### config.mk
export PLATFORM = sky130hd
export DESIGN_NAME = bnn_uart_rx
export DESIGN_NICKNAME = d
export VERILOG_FILES = /design/src/rtl/bnn_uart_pkg.sv /design/src/rtl/bnn_byte_fifo.sv /design/src/rtl/bnn_uart_rx.sv
export SDC_FILE = /design/constraint.sdc
export NUM_CORES = 1
export LEC_CHECK = 0
export ABC_AREA = 1
export CORE_MARGIN = 2
export CORE_UTILIZATION = 64
export DETAILED_ROUTE_END_ITERATION = 10
export PLACE_DENSITY = 0.85
export SYNTH_ARGS = -nofsm -noshare
export SYNTH_HDL_FRONTEND = slang
export SYNTH_SLANG_ARGS = --single-unit
### constraint.sdc
create_clock -name clk -period 4.3 [get_ports clk]
set_clock_uncertainty 0.05 [all_clocks]
set_input_delay 0.43 -clock clk [delete_from_list [all_inputs] [get_ports clk]]
set_output_delay 0.43 -clock clk [all_outputs]
set_load 0.01 [all_outputs]
### src/rtl/bnn_uart_pkg.sv
// Shared UART definitions for the BNN controller link (RX and TX paths).
package bnn_uart_pkg;

  typedef enum logic [1:0] {
    IDLE  = 2'd0,
    START = 2'd1,
    DATA  = 2'd2,
    STOP  = 2'd3
  } rx_state_t;

  localparam int UART_DATA_BITS = 8;

  // 12 MHz system clock at 115200 baud
  localparam int UART_CLKS_PER_BIT = 104;

endpackage

### src/rtl/bnn_byte_fifo.sv
// Small synchronous FIFO with registered occupancy count; head is read straight from storage.
module bnn_byte_fifo #(
  parameter int WIDTH = 8,
  parameter int DEPTH = 4
) (
  input  logic                     clk,
  input  logic                     rst,
  input  logic                     push_i,
  input  logic [WIDTH-1:0]         data_i,
  input  logic                     pop_i,
  output logic [WIDTH-1:0]         data_o,
  output logic                     full_o,
  output logic                     empty_o,
  output logic [$clog2(DEPTH):0]   count_o,
  output logic [$clog2(DEPTH):0]   count_next_o
);

  localparam int AW = $clog2(DEPTH);

  logic [WIDTH-1:0] mem_q [DEPTH];
  logic [AW-1:0]    wr_ptr_q;
  logic [AW-1:0]    rd_ptr_q;
  logic [AW:0]      count_q;
  logic [AW:0]      count_d;
  logic             push_ok;
  logic             pop_ok;

  assign full_o  = (count_q == (AW+1)'(DEPTH));
  assign empty_o = (count_q == '0);
  assign pop_ok  = pop_i & ~empty_o;
  // a full FIFO still takes a push when the head leaves in the same cycle
  assign push_ok = push_i & (~full_o | pop_ok);

  always_comb begin
    count_d = count_q;
    if (push_ok && !pop_ok) begin
      count_d = count_q + (AW+1)'(1);
    end else if (!push_ok && pop_ok) begin
      count_d = count_q - (AW+1)'(1);
    end
  end

  always_ff @(posedge clk or posedge rst) begin
    if (rst) begin
      for (int i = 0; i < DEPTH; i++) begin
        mem_q[i] <= '0;
      end
      wr_ptr_q <= '0;
      rd_ptr_q <= '0;
      count_q  <= '0;
    end else begin
      if (push_ok) begin
        mem_q[wr_ptr_q] <= data_i;
        wr_ptr_q        <= wr_ptr_q + AW'(1);
      end
      if (pop_ok) begin
        rd_ptr_q <= rd_ptr_q + AW'(1);
      end
      count_q <= count_d;
    end
  end

  assign data_o       = mem_q[rd_ptr_q];
  assign count_o      = count_q;
  assign count_next_o = count_d;

endmodule

### src/rtl/bnn_uart_rx.sv
// 8N1 UART receiver: synchroniser, mid-bit sampling FSM, byte FIFO and CTS flow control.
//   state | meaning
//   IDLE  | line idle, waiting for rx_s low
//   START | timing to the middle of the start bit
//   DATA  | sampling 8 data bits, LSB first
//   STOP  | timing to the middle of the stop bit
module bnn_uart_rx
  import bnn_uart_pkg::*;
#(
  parameter int CLKS_PER_BIT = UART_CLKS_PER_BIT,
  parameter int FIFO_DEPTH   = 4,
  parameter int CTS_MARGIN   = 1
) (
  input  logic       clk,
  input  logic       rst,
  input  logic       rx_i,
  output logic [7:0] byte_o,
  output logic       valid_o,
  input  logic       ready_i,
  output logic       cts_o,
  output logic       frame_err_o,
  output logic       overrun_o
);

  localparam int CW = $clog2(CLKS_PER_BIT);
  localparam int BW = $clog2(UART_DATA_BITS);
  localparam int NW = $clog2(FIFO_DEPTH) + 1;

  rx_state_t                 state_q, state_d;
  logic                      rx_meta_q, rx_s_q;
  logic [CW-1:0]             cnt_q, cnt_d;
  logic [BW-1:0]             bit_q, bit_d;
  logic [UART_DATA_BITS-1:0] shift_q, shift_d;
  logic                      push_q, push_d;
  logic                      ferr_q, ferr_d;
  logic                      ovr_q, ovr_d;
  logic                      cts_q, cts_d;
  logic                      expire;
  logic                      pop;
  logic                      fifo_full, fifo_empty;
  logic [NW-1:0]             fifo_count, fifo_count_next;

  assign expire = (cnt_q == '0);

  always_ff @(posedge clk or posedge rst) begin
    if (rst) begin
      state_q <= IDLE;
    end else begin
      state_q <= state_d;
    end
  end

  always_comb begin
    state_d = state_q;
    case (state_q)
      IDLE:  if (!rx_s_q) state_d = START;
      START: if (expire) state_d = rx_s_q ? IDLE : DATA;
      DATA:  if (expire && bit_q == BW'(UART_DATA_BITS - 1)) state_d = STOP;
      STOP:  if (expire) state_d = IDLE;
      default: state_d = IDLE;
    endcase
  end

  always_comb begin
    cnt_d   = cnt_q;
    bit_d   = bit_q;
    shift_d = shift_q;
    push_d  = 1'b0;
    ferr_d  = 1'b0;
    case (state_q)
      IDLE: begin
        cnt_d = CW'(CLKS_PER_BIT / 2 - 1);
        bit_d = '0;
      end
      START: begin
        if (expire) begin
          cnt_d = CW'(CLKS_PER_BIT - 1);
          bit_d = '0;
        end else begin
          cnt_d = cnt_q - CW'(1);
        end
      end
      DATA: begin
        if (expire) begin
          shift_d = {rx_s_q, shift_q[UART_DATA_BITS-1:1]};
          cnt_d   = CW'(CLKS_PER_BIT - 1);
          bit_d   = bit_q + BW'(1);
        end else begin
          cnt_d = cnt_q - CW'(1);
        end
      end
      STOP: begin
        if (expire) begin
          push_d = rx_s_q;
          ferr_d = ~rx_s_q;
        end else begin
          cnt_d = cnt_q - CW'(1);
        end
      end
      default: cnt_d = cnt_q;
    endcase
    ovr_d = push_q & fifo_full & ~pop;
    cts_d = (FIFO_DEPTH - int'(fifo_count_next)) > CTS_MARGIN;
  end

  always_ff @(posedge clk or posedge rst) begin
    if (rst) begin
      rx_meta_q <= 1'b1;
      rx_s_q    <= 1'b1;
      cnt_q     <= '0;
      bit_q     <= '0;
      shift_q   <= '0;
      push_q    <= 1'b0;
      ferr_q    <= 1'b0;
      ovr_q     <= 1'b0;
      cts_q     <= 1'b0;
    end else begin
      rx_meta_q <= rx_i;
      rx_s_q    <= rx_meta_q;
      cnt_q     <= cnt_d;
      bit_q     <= bit_d;
      shift_q   <= shift_d;
      push_q    <= push_d;
      ferr_q    <= ferr_d;
      ovr_q     <= ovr_d;
      cts_q     <= cts_d;
    end
  end

  // shift_q stays stable in the push cycle: the next frame needs half a bit before any shift
  bnn_byte_fifo #(
    .WIDTH (UART_DATA_BITS),
    .DEPTH (FIFO_DEPTH)
  ) u_fifo (
    .clk          (clk),
    .rst          (rst),
    .push_i       (push_q),
    .data_i       (shift_q),
    .pop_i        (pop),
    .data_o       (byte_o),
    .full_o       (fifo_full),
    .empty_o      (fifo_empty),
    .count_o      (fifo_count),
    .count_next_o (fifo_count_next)
  );

  assign valid_o     = (fifo_count != '0);
  assign pop         = valid_o & ready_i;
  assign cts_o       = cts_q;
  assign frame_err_o = ferr_q;
  assign overrun_o   = ovr_q;

endmodule

# Word level (Yosys, flattened, before mapping)

Cells that the tools add are included.

Add/sub/neg operators: 7
$lt $le $gt $ge: 4
Equality and inequality tests: 11
Mux-type cells: 24
Bitwise gates (word level): 12
Reduce and logical (&&, ||, !) cells: 15

Operator list:

| cell                                                                            | count |
|---|---|
| 32-bit bitwise mux                                                              | 1 |
| 8-bit two-way mux                                                               | 3 |
| 7-bit case mux with 3 select lines                                              | 1 |
| 8-bit binary-select mux with 2-bit select                                       | 1 |
| 8-bit demux with 2-bit select                                                   | 1 |
| 7-bit two-way mux                                                               | 2 |
| 3-bit two-way mux                                                               | 4 |
| 2-bit != test, second input constant                                            | 6 |
| 2-bit two-way mux                                                               | 5 |
| 3-bit case mux with 3 select lines                                              | 1 |
| 2-bit case mux with 4 select lines                                              | 1 |
| 7-bit zero test                                                                 | 1 |
| 7-bit by 1-bit subtractor with 7-bit output, second input constant              | 1 |
| 3-bit by 1-bit adder with 3-bit output, second input constant                   | 2 |
| 3-bit equality test, second input constant                                      | 2 |
| 3-bit greater-or-equal comparator, second input constant                        | 2 |
| 2-bit NOT with 3-bit output                                                     | 2 |
| 3-bit nonzero test                                                              | 2 |
| 1-bit bitwise AND                                                               | 5 |
| 2-bit by 1-bit adder with 2-bit output, second input constant                   | 2 |
| 2-bit equality test, second input constant                                      | 2 |
| 4-bit by 2-bit greater-than comparator with 1-bit output, second input constant | 1 |
| 1-bit logical AND                                                               | 4 |
| 1-bit two-way mux                                                               | 4 |
| 13 further kinds                                                                | 17 |

Register bits after elaboration: 65
Input bits: 4
Output and inout bits: 12
Word-level logic and storage cells: 90

# Longest topological paths before layout

Gate-level depths: netlist of run 1.

Depth in word-level cells: 11
Gate-level depth with buffers: 11
Depth with buffers taken out: 11

# Cells and area by module

From an unflattened synthesis of run 1, not the netlist that was laid out.

Cells, all modules: 391
Area, all modules: 3,348.2 µm²

By module, submodules not included:

| module        | times used | cells an instance | area an instance (µm²) |
|---|---|---|---|
| bnn_byte_fifo | 1          | 244               | 1,968.1 |
| bnn_uart_rx   | 1          | 147               | 1,380.1 |

# Least setup slack after synthesis of run 1

No wires, ideal clock.

Kind: register to output
Start point: reg u_fifo.rd_ptr_q[0]
End point: out byte_o[0]
Arrival: 1,085 ps
Data required time: 3,820 ps
Slack: 2,735 ps
Cell stages (with the launch flop): 6
Path through: dfrtp_1 > buf_2 > inv_1 > buf_2 > nor2_1 > o22ai_1

Word-level cells in the longest chain between the ends: 4

Ends and longest elaborated chain:

| element                                               | RTL line            | RTL |
|---|---|---|
| from (decl)                                           | bnn_byte_fifo.sv:22 | `logic [AW-1:0] rd_ptr_q;` |
| from (signal assigned)                                | bnn_byte_fifo.sv:57 | `rd_ptr_q <= rd_ptr_q + AW'(1);` |
| 2-bit NOT with 3-bit output (implied by the code)     | bnn_byte_fifo.sv:63 | `assign data_o = mem_q[rd_ptr_q];` |
| 8-bit binary-select mux with 2-bit select             | bnn_byte_fifo.sv:63 |  |
| 8-bit two-way mux (implied by the code) (2 in series) | bnn_byte_fifo.sv:63 |  |
| to (decl)                                             | bnn_uart_rx.sv:17   | `output logic [7:0] byte_o,` |

Every way passes these cells. The select of a mux whose other input is x is not followed.

# Worst setup path in the final report of run 1

Start point: reg u_fifo.rd_ptr_q[0]
End point: out byte_o[6]

The elaborated chain is that of the path after synthesis.

==> summary.md, run 1 <==
| Metric | Value |
|---|---|
| Worst hold start | `rx_meta_q` |
| WP data arrival | `2.22 ns` |
| Worst path bufs/invs | `2` |
| Max-slew headroom | `0.553` |
| Area grow syn2layout | `12.0%` |
| WL final | `6030 um` |
| Half-perimeter wire length after placement | `4090 um` |
| CP Launch Type | `flop` |
| DRC Markers | `0` |
| Synth cell count leaders | `nand2_1, dfrtp_1, o21ai_1` |
| First drt pass iteration count | `4` |
| Most frequent cell after synthesis | `nand2_1` |
| Congestion Overflow GR | `0` |
| Syn nets | `366` |
| CTS Buf Count | `9` |
| Worst Reg2Reg Path Length in Cells | `9` |
| Core Rows | `25` |
| # hold bufs at CTS | `0` |
| Post-DRT Antenna Nets | `0` |
| Sequential-to-total area share from yosys stat | `0.515` |
| Clk root buf | `clkbuf_8` |
| Max stage delay on crit path | `0.58 ns` |
| CP max stage cell | `clkdlybuf4s50_1` |
| RSZ-0062 raised after global routing | `no` |
| Final instance area | `0.00354 sq mm` |
| Num Clock Sinks | `65` |
| Die X | `74.3 um` |
| Util after Layout | `0.744` |
| Status | `completed` |
| Vias | `2379` |
| Async set or reset register ratio after synthesis | `1.00` |
| Vias/cell | `5.44` |
| Iteration-0 DRC Markers | `253` |
| Pin count of the biggest net entering global routing | `34` |
| Worst reg2reg startpoint | `cnt_q[0]` |
| Final #Nets | `384` |
| Crit Path Max Fanout | `18` |
| CP Class | `reg2out` |
| Post-CTS Setup Bufs | `0` |
| Critical path required time | `3.82 ns` |
| Post-cts repair resize count | `0` |
| Port Buffer Count | `15` |
| Die Y | `74.3 um` |
| Initial antenna violation count | `0` |
| Main synth FF type | `dfrtp_1` |
| Worst-path cell chain | `inv_1 > o21ai_0 > o22ai_1 > clkdlybuf4s50_1` |
| Clock-pin slew on the worst setup and hold paths | `0.07 ns` |
| DIE AREA | `0.00552 sq mm` |
| Top-area cell type share of the netlist area | `0.499` |
| Worst-Margin Slew | `0.670 ns` |
| Cells after Synth | `347` |
| Highest Clock Rate | `371 MHz` |
| RePlAce Congestion | `0.857` |
| Max Slew Vio Count | `0` |
| DP Area | `0.00333 sq mm` |
| Crit path time final | `2.70 ns` |
| WL per Instance | `13.8 um` |
| Vias in the first global route | `2254` |
| YS warnings | `0` |
| VDD IR max | `0.244 mV` |
| I/O Pins | `16` |
| Fraction of layout cells with a size suffix above 1 | `0.114` |
| Fillers | `361` |
| Total power draw | `0.00161 W` |
| Final setup fails | `0` |
| Largest cells by area after synthesis | `dfrtp_1, nand2_1, ha_1` |
| Worst Hold Path EP | `rx_s_q` |
| Static Leakage | `1.72 nW` |
| Hold depth | `0` |
| Setup_tns | `0 ns` |
| Worst min-delay path class | `reg2reg` |
| H-tree depth | `3` |
| Crit path max-delay family | `buffers and inverters` |
| Tcrit/Tclk final | `0.627` |
| GRT Total Usage | `0.252` |
| First-pass GRT wire length | `10400 um` |
| CTS tree | `yes` |
| Syn_area_per_cell | `9.11 sq um` |
| Starting Density | `0.665` |
| Core area | `0.00475 sq mm` |
| Final Hold Fails | `0` |
| Worst reg2reg endpoint | `cnt_q[6]` |
| Number of synthesized flops with an enable pin | `0` |
| Post-Syn Area | `0.00316 sq mm` |
| Deepest clock path buffer count | `2` |
| Pwr Density | `456 mW/mm^2` |
| Largest area contributor in the netlist | `dfrtp_1` |
| Max-Cap Viols | `0` |
| # diodes | `0` |
| Reg2reg setup slack | `2.59 ns` |
| Synth unique cells | `31` |
| Clock Latency Late Sink | `0.33 ns` |
| Register bit count reported by yosys | `65` |
| CP endpoint kind | `primary output` |
[layer usage]
| metal | part of all wire | routed length (um) | global-route usage | vias up |
|---|---|---|---|---|
| met5 | 0 | 0 | 0 | - |
| met2 | 0.50 | 3000 | 0.414 | 66 |
| met1 | 0.43 | 2580 | 0.338 | 1134 |
| li1 | - | - | - | 1169 |
| met4 | 0.020 | 119 | 0.109 | 0 |
| met3 | 0.054 | 326 | 0.0366 | 10 |
[registers in the layout (all words and copies together) (netlist names), 2 cells and up, named ones only]
signal and flops:
bit_q 3, u_fifo.wr_ptr_q 2, shift_q 8, u_fifo.mem_q 32, cnt_q 7, u_fifo.count_o 3, u_fifo.rd_ptr_q 2
[placed cells by master, fill, tap and decap left out, types with 4 or more instances in the layout]
cell type,netlist,layout
o22ai_1,8,8
o21ai_0,32,32
a21oi_1,5,5
dfrtp_1,63,63
inv_1,30,29
clkdlybuf4s50_1,0,15
nor2_1,31,31
nand4_1,4,4
inv_2,4,5
nand2_1,73,73
ha_1,15,15
o21ai_1,33,33
clkbuf_8,0,9
nand3_1,11,11
nand2_4,7,7
[power by group]
group / internal, W / switching (W) / total, W
sequential: 0.000637 / 0.0000462 / 0.000684
combinational: 0.000171 / 0.000206 / 0.000377
clock: 0.000323 / 0.000229 / 0.000553
total: 0.00113 / 0.000482 / 0.00161
[kinds of logic (layout without fill, tap and decap cells)]
| group | count (synthesis) | count (layout) | synth area share |
|---|---|---|---|
| fa+ha+maj | 15 | 15 | 0.0594 |
| compound gates | 81 | 81 | 0.134 |
| buf+inv | 44 | 67 | 0.0665 |
| xor+xnor | 4 | 4 | 0.0111 |
| simple gates | 138 | 138 | 0.214 |
| flops | 65 | 65 | 0.515 |
[worst max-delay path by stage]
stage | start | to | depth (start not counted)
after floorplan | rst | async pin | 1
after global placement | u_fifo.rd_ptr_q[0] | byte_o[6] | 4
after detailed placement | u_fifo.rd_ptr_q[0] | byte_o[6] | 4
after CTS | u_fifo.rd_ptr_q[0] | byte_o[6] | 4
after global routing | u_fifo.rd_ptr_q[0] | byte_o[6] | 4
final | u_fifo.rd_ptr_q[0] | byte_o[6] | 4
[per-stage QoR]
step / std cells / hold slack [ns] / setup WS [ns]
after global placement: 421 / 0.296 / 2.04
after floorplan: 347 / 0.295 / 2.20
final: 437 / 0.309 / 1.60
after detailed placement: 421 / 0.299 / 1.95
after CTS: 437 / 0.309 / 1.59
after global routing: 437 / 0.315 / 1.37
[area by class of cell]
type | instances | area, sq um | area share
Clock inverter | 6 | 82.6 | 0.0233
Multi-Input combinational cell | 238 | 1320 | 0.374
Inverter | 35 | 136 | 0.0385
Tap cell | 67 | 83.8 | 0.0237
Timing Repair Buffer | 16 | 158 | 0.0445
Clock buffer | 10 | 128 | 0.0361
Sequential cell | 65 | 1630 | 0.460
Note: power is estimated with default switching activity, not from simulation.
==> inputs of run 2 (changes only) <==
--- a/config.mk
+++ b/config.mk
@@ -7,9 +7,9 @@
 export LEC_CHECK = 0
 export ABC_AREA = 1
 export CORE_MARGIN = 2
-export CORE_UTILIZATION = 64
+export CORE_UTILIZATION = 54
 export DETAILED_ROUTE_END_ITERATION = 10
-export PLACE_DENSITY = 0.85
+export PLACE_DENSITY = 0.77
 export SYNTH_ARGS = -nofsm -noshare
 export SYNTH_HDL_FRONTEND = slang
 export SYNTH_SLANG_ARGS = --single-unit
==> constraint.sdc (replaced) <==
create_clock -name clk -period 2.3 [get_ports clk]
set_clock_uncertainty 0.05 [all_clocks]
set_input_delay 0.23 -clock clk [delete_from_list [all_inputs] [get_ports clk]]
set_output_delay 0.23 -clock clk [all_outputs]
set_load 0.01 [all_outputs]
==> run 2 against run 1 <==
Effect of this change:
- sequential cell count unchanged
- wire length fell by 0.55%
- non-clock buffer count is 1 higher
- hold slack got worse by 0.088 ns
- register-to-register slack worse by 2.0 ns
- via count down 0.76%
- combinational power rose by 93%
- cell area is 1.4% higher
- count of clock-buffer cells in the layout up 1
- utilization decreased by 10 points
- power is 94% higher
- sequential power increased by 83%
- critical endpoint is now byte_o[2]
- largest cell class unchanged
==> summary.md, run 2 (same netlist as run 1, synthesis figures left out) <==
| Metric | Value |
|---|---|
| Static Leakage | `1.74 nW (+0.75%)` |
| Setup_tns | `0 ns (unchanged)` |
| H-tree depth | `3 (unchanged)` |
| CTS Buf Count | `9 (unchanged)` |
| WP data arrival | `1.91 ns (-0.31 ns)` |
| RePlAce Congestion | `0.832 (-2.9%)` |
| Vias/cell | `5.35 (-1.7%)` |
| Die Y | `80.5 um (+8.4%)` |
| Die X | `80.5 um (+8.4%)` |
| Iteration-0 DRC Markers | `213 (-16%)` |
| DIE AREA | `0.00648 sq mm (+17%)` |
| Worst min-delay path class | `in2async` |
| First-pass GRT wire length | `10600 um (+2.0%)` |
| Tcrit/Tclk final | `0.950` |
| Max Slew Vio Count | `0 (unchanged)` |
| Vias in the first global route | `2308 (+2.4%)` |
| Worst-Margin Slew | `0.332 ns (-0.338 ns)` |
| Max-Cap Viols | `0 (unchanged)` |
| Biggest registers after layout | `u_fifo.mem_q: 32 flops, shift_q: 8 flops, cnt_q: 7 flops` |
| Fillers | `468 (+30%)` |
| Clk root buf | `clkbuf_8` |
| RSZ-0062 raised after global routing | `no` |
| CP Launch Type | `flop` |
| VDD IR max | `0.456 mV (+87%)` |
| Fraction of layout cells with a size suffix above 1 | `0.114 (+0.000308)` |
| Crit path time final | `2.19 ns` |
| Status | `completed` |
| Multi-input gate area | `0.00132 sq mm (unchanged)` |
| Worst Reg2Reg Path Length in Cells | `7 (-2)` |
| CTS tree | `yes` |
| Critical path required time | `2.02 ns (-1.80 ns)` |
| Highest Clock Rate | `457 MHz` |
| Num Clock Sinks | `65 (unchanged)` |
| Biggest register | `u_fifo.mem_q` |
| Initial antenna violation count | `0 (unchanged)` |
| Area grow syn2layout | `13.6%` |
| Half-perimeter wire length after placement | `4070 um (-0.46%)` |
| DRC Markers | `0 (unchanged)` |
| Deepest clock path buffer count | `2 (unchanged)` |
| Max reg flops | `32 (unchanged)` |
| Core Rows | `27 (+8.0%)` |
| Vias | `2361 (-0.76%)` |
| Clock Latency Late Sink | `0.33 ns (about the same)` |
| # diodes | `0 (unchanged)` |
| Final #Nets | `385 (+0.26%)` |
| Final setup fails | `0 (unchanged)` |
| Congestion Overflow GR | `0 (unchanged)` |
| Max-slew headroom | `0.779 (+0.226)` |
| Final WS setup | `0.114 ns (-1.49 ns)` |
| Dpl ws | `0.445 ns (-1.51 ns)` |
| Pin count of the biggest net entering global routing | `66 (+94%)` |
| Port Buffer Count | `15 (unchanged)` |
| GRT Total Usage | `0.213 (-0.0391)` |
| WL per Instance | `13.6 um (-1.4%)` |
| WL final | `6000 um (-0.55%)` |
| Pwr Density | `871 mW/mm^2 (+91%)` |
| Final Hold Fails | `0 (unchanged)` |
| I/O Pins | `16 (unchanged)` |
| DP Area | `0.00336 sq mm (+0.79%)` |
| Most frequent cells in the layout | `nand2_1, dfrtp_1, o21ai_1` |
| Core area | `0.00557 sq mm (+17%)` |
| Most common cell after layout, fill and taps aside | `nand2_1` |
| Crit Path Max Fanout | `10 (-8)` |
| CP Class | `reg2out` |
| Clock-pin slew on the worst setup and hold paths | `0.07 ns (about the same)` |
| First drt pass iteration count | `5 (+1)` |
| Util after Layout | `0.644 (-0.100)` |
| Post-DRT Antenna Nets | `0 (unchanged)` |
| Starting Density | `0.567 (-0.0978)` |
| Final instance area | `0.00359 sq mm (+1.4%)` |
| Area occupied by registers | `0.00163 sq mm (unchanged)` |
| CP endpoint kind | `primary output` |
[run 2: timing repair]
action | 4_1_cts | 5_1_grt
setup endpoints to repair | 0 | 5
hold buffers | 0 | 0
gates resized for setup | 0 | 1
buffers inserted | 0 | 0
[run 2: layer usage]
metal	vias to the layer above	track usage	wire length [um]
met5	-	0	0
met3	8	0.0348	281
li1	1174	-	-
met4	0	0.0932	95
met1	1118	0.282	2760
met2	61	0.345	2860
[run 2: where the power goes]
group	switching [W]	internal (W)	leakage, nW
sequential	0.0000591	0.00119	0.861
clock	0.000410	0.000739	0.115
combinational	0.000396	0.000332	0.759
total	0.000865	0.00226	1.74
[run 2: path summary, 6_finish.rpt]
check	slack, ns	endpoint	startpoint
max in group asynchronous	1.66	rx_s_q	rst
min in group clk	0.25	rx_meta_q	rx_i
worst min-delay path	0.22	u_fifo.count_o[2]	rst
worst max-delay path	0.11	byte_o[2]	u_fifo.rd_ptr_q[1]
worst max register to register	0.60	bit_q[1]	cnt_q[0]
worst min register to register	0.31	rx_s_q	rx_meta_q
[run 2: worst max-delay path, stage by stage (launching register included)]
cell             delay, ns
dfrtp_1               0.48
inv_1                 0.24
o21ai_0               0.16
o22ai_1               0.13
clkdlybuf4s50_1       0.55
[run 2: cell type report]
| class | instances | area share |
|---|---|---|
| tap | 72 | 0.0251 |
| clock inverter | 3 | 0.0251 |
| timing repair buffer | 17 | 0.0495 |
| clock buffer | 11 | 0.0394 |
| inverter | 35 | 0.0390 |
| sequential | 65 | 0.454 |
| multi-input combinational | 238 | 0.368 |
[run 2: stage by stage]
stage	cells	hold WS, ns	total power [W]
2_1_floorplan	347	0.184	0.00172
3_3_place_gp	427	0.296	0.00197
3_5_place_dp	427	0.298	0.00199
4_1_cts	441	0.235	0.00314
5_1_grt	441	0.268	0.00329
6_report	441	0.221	0.00313
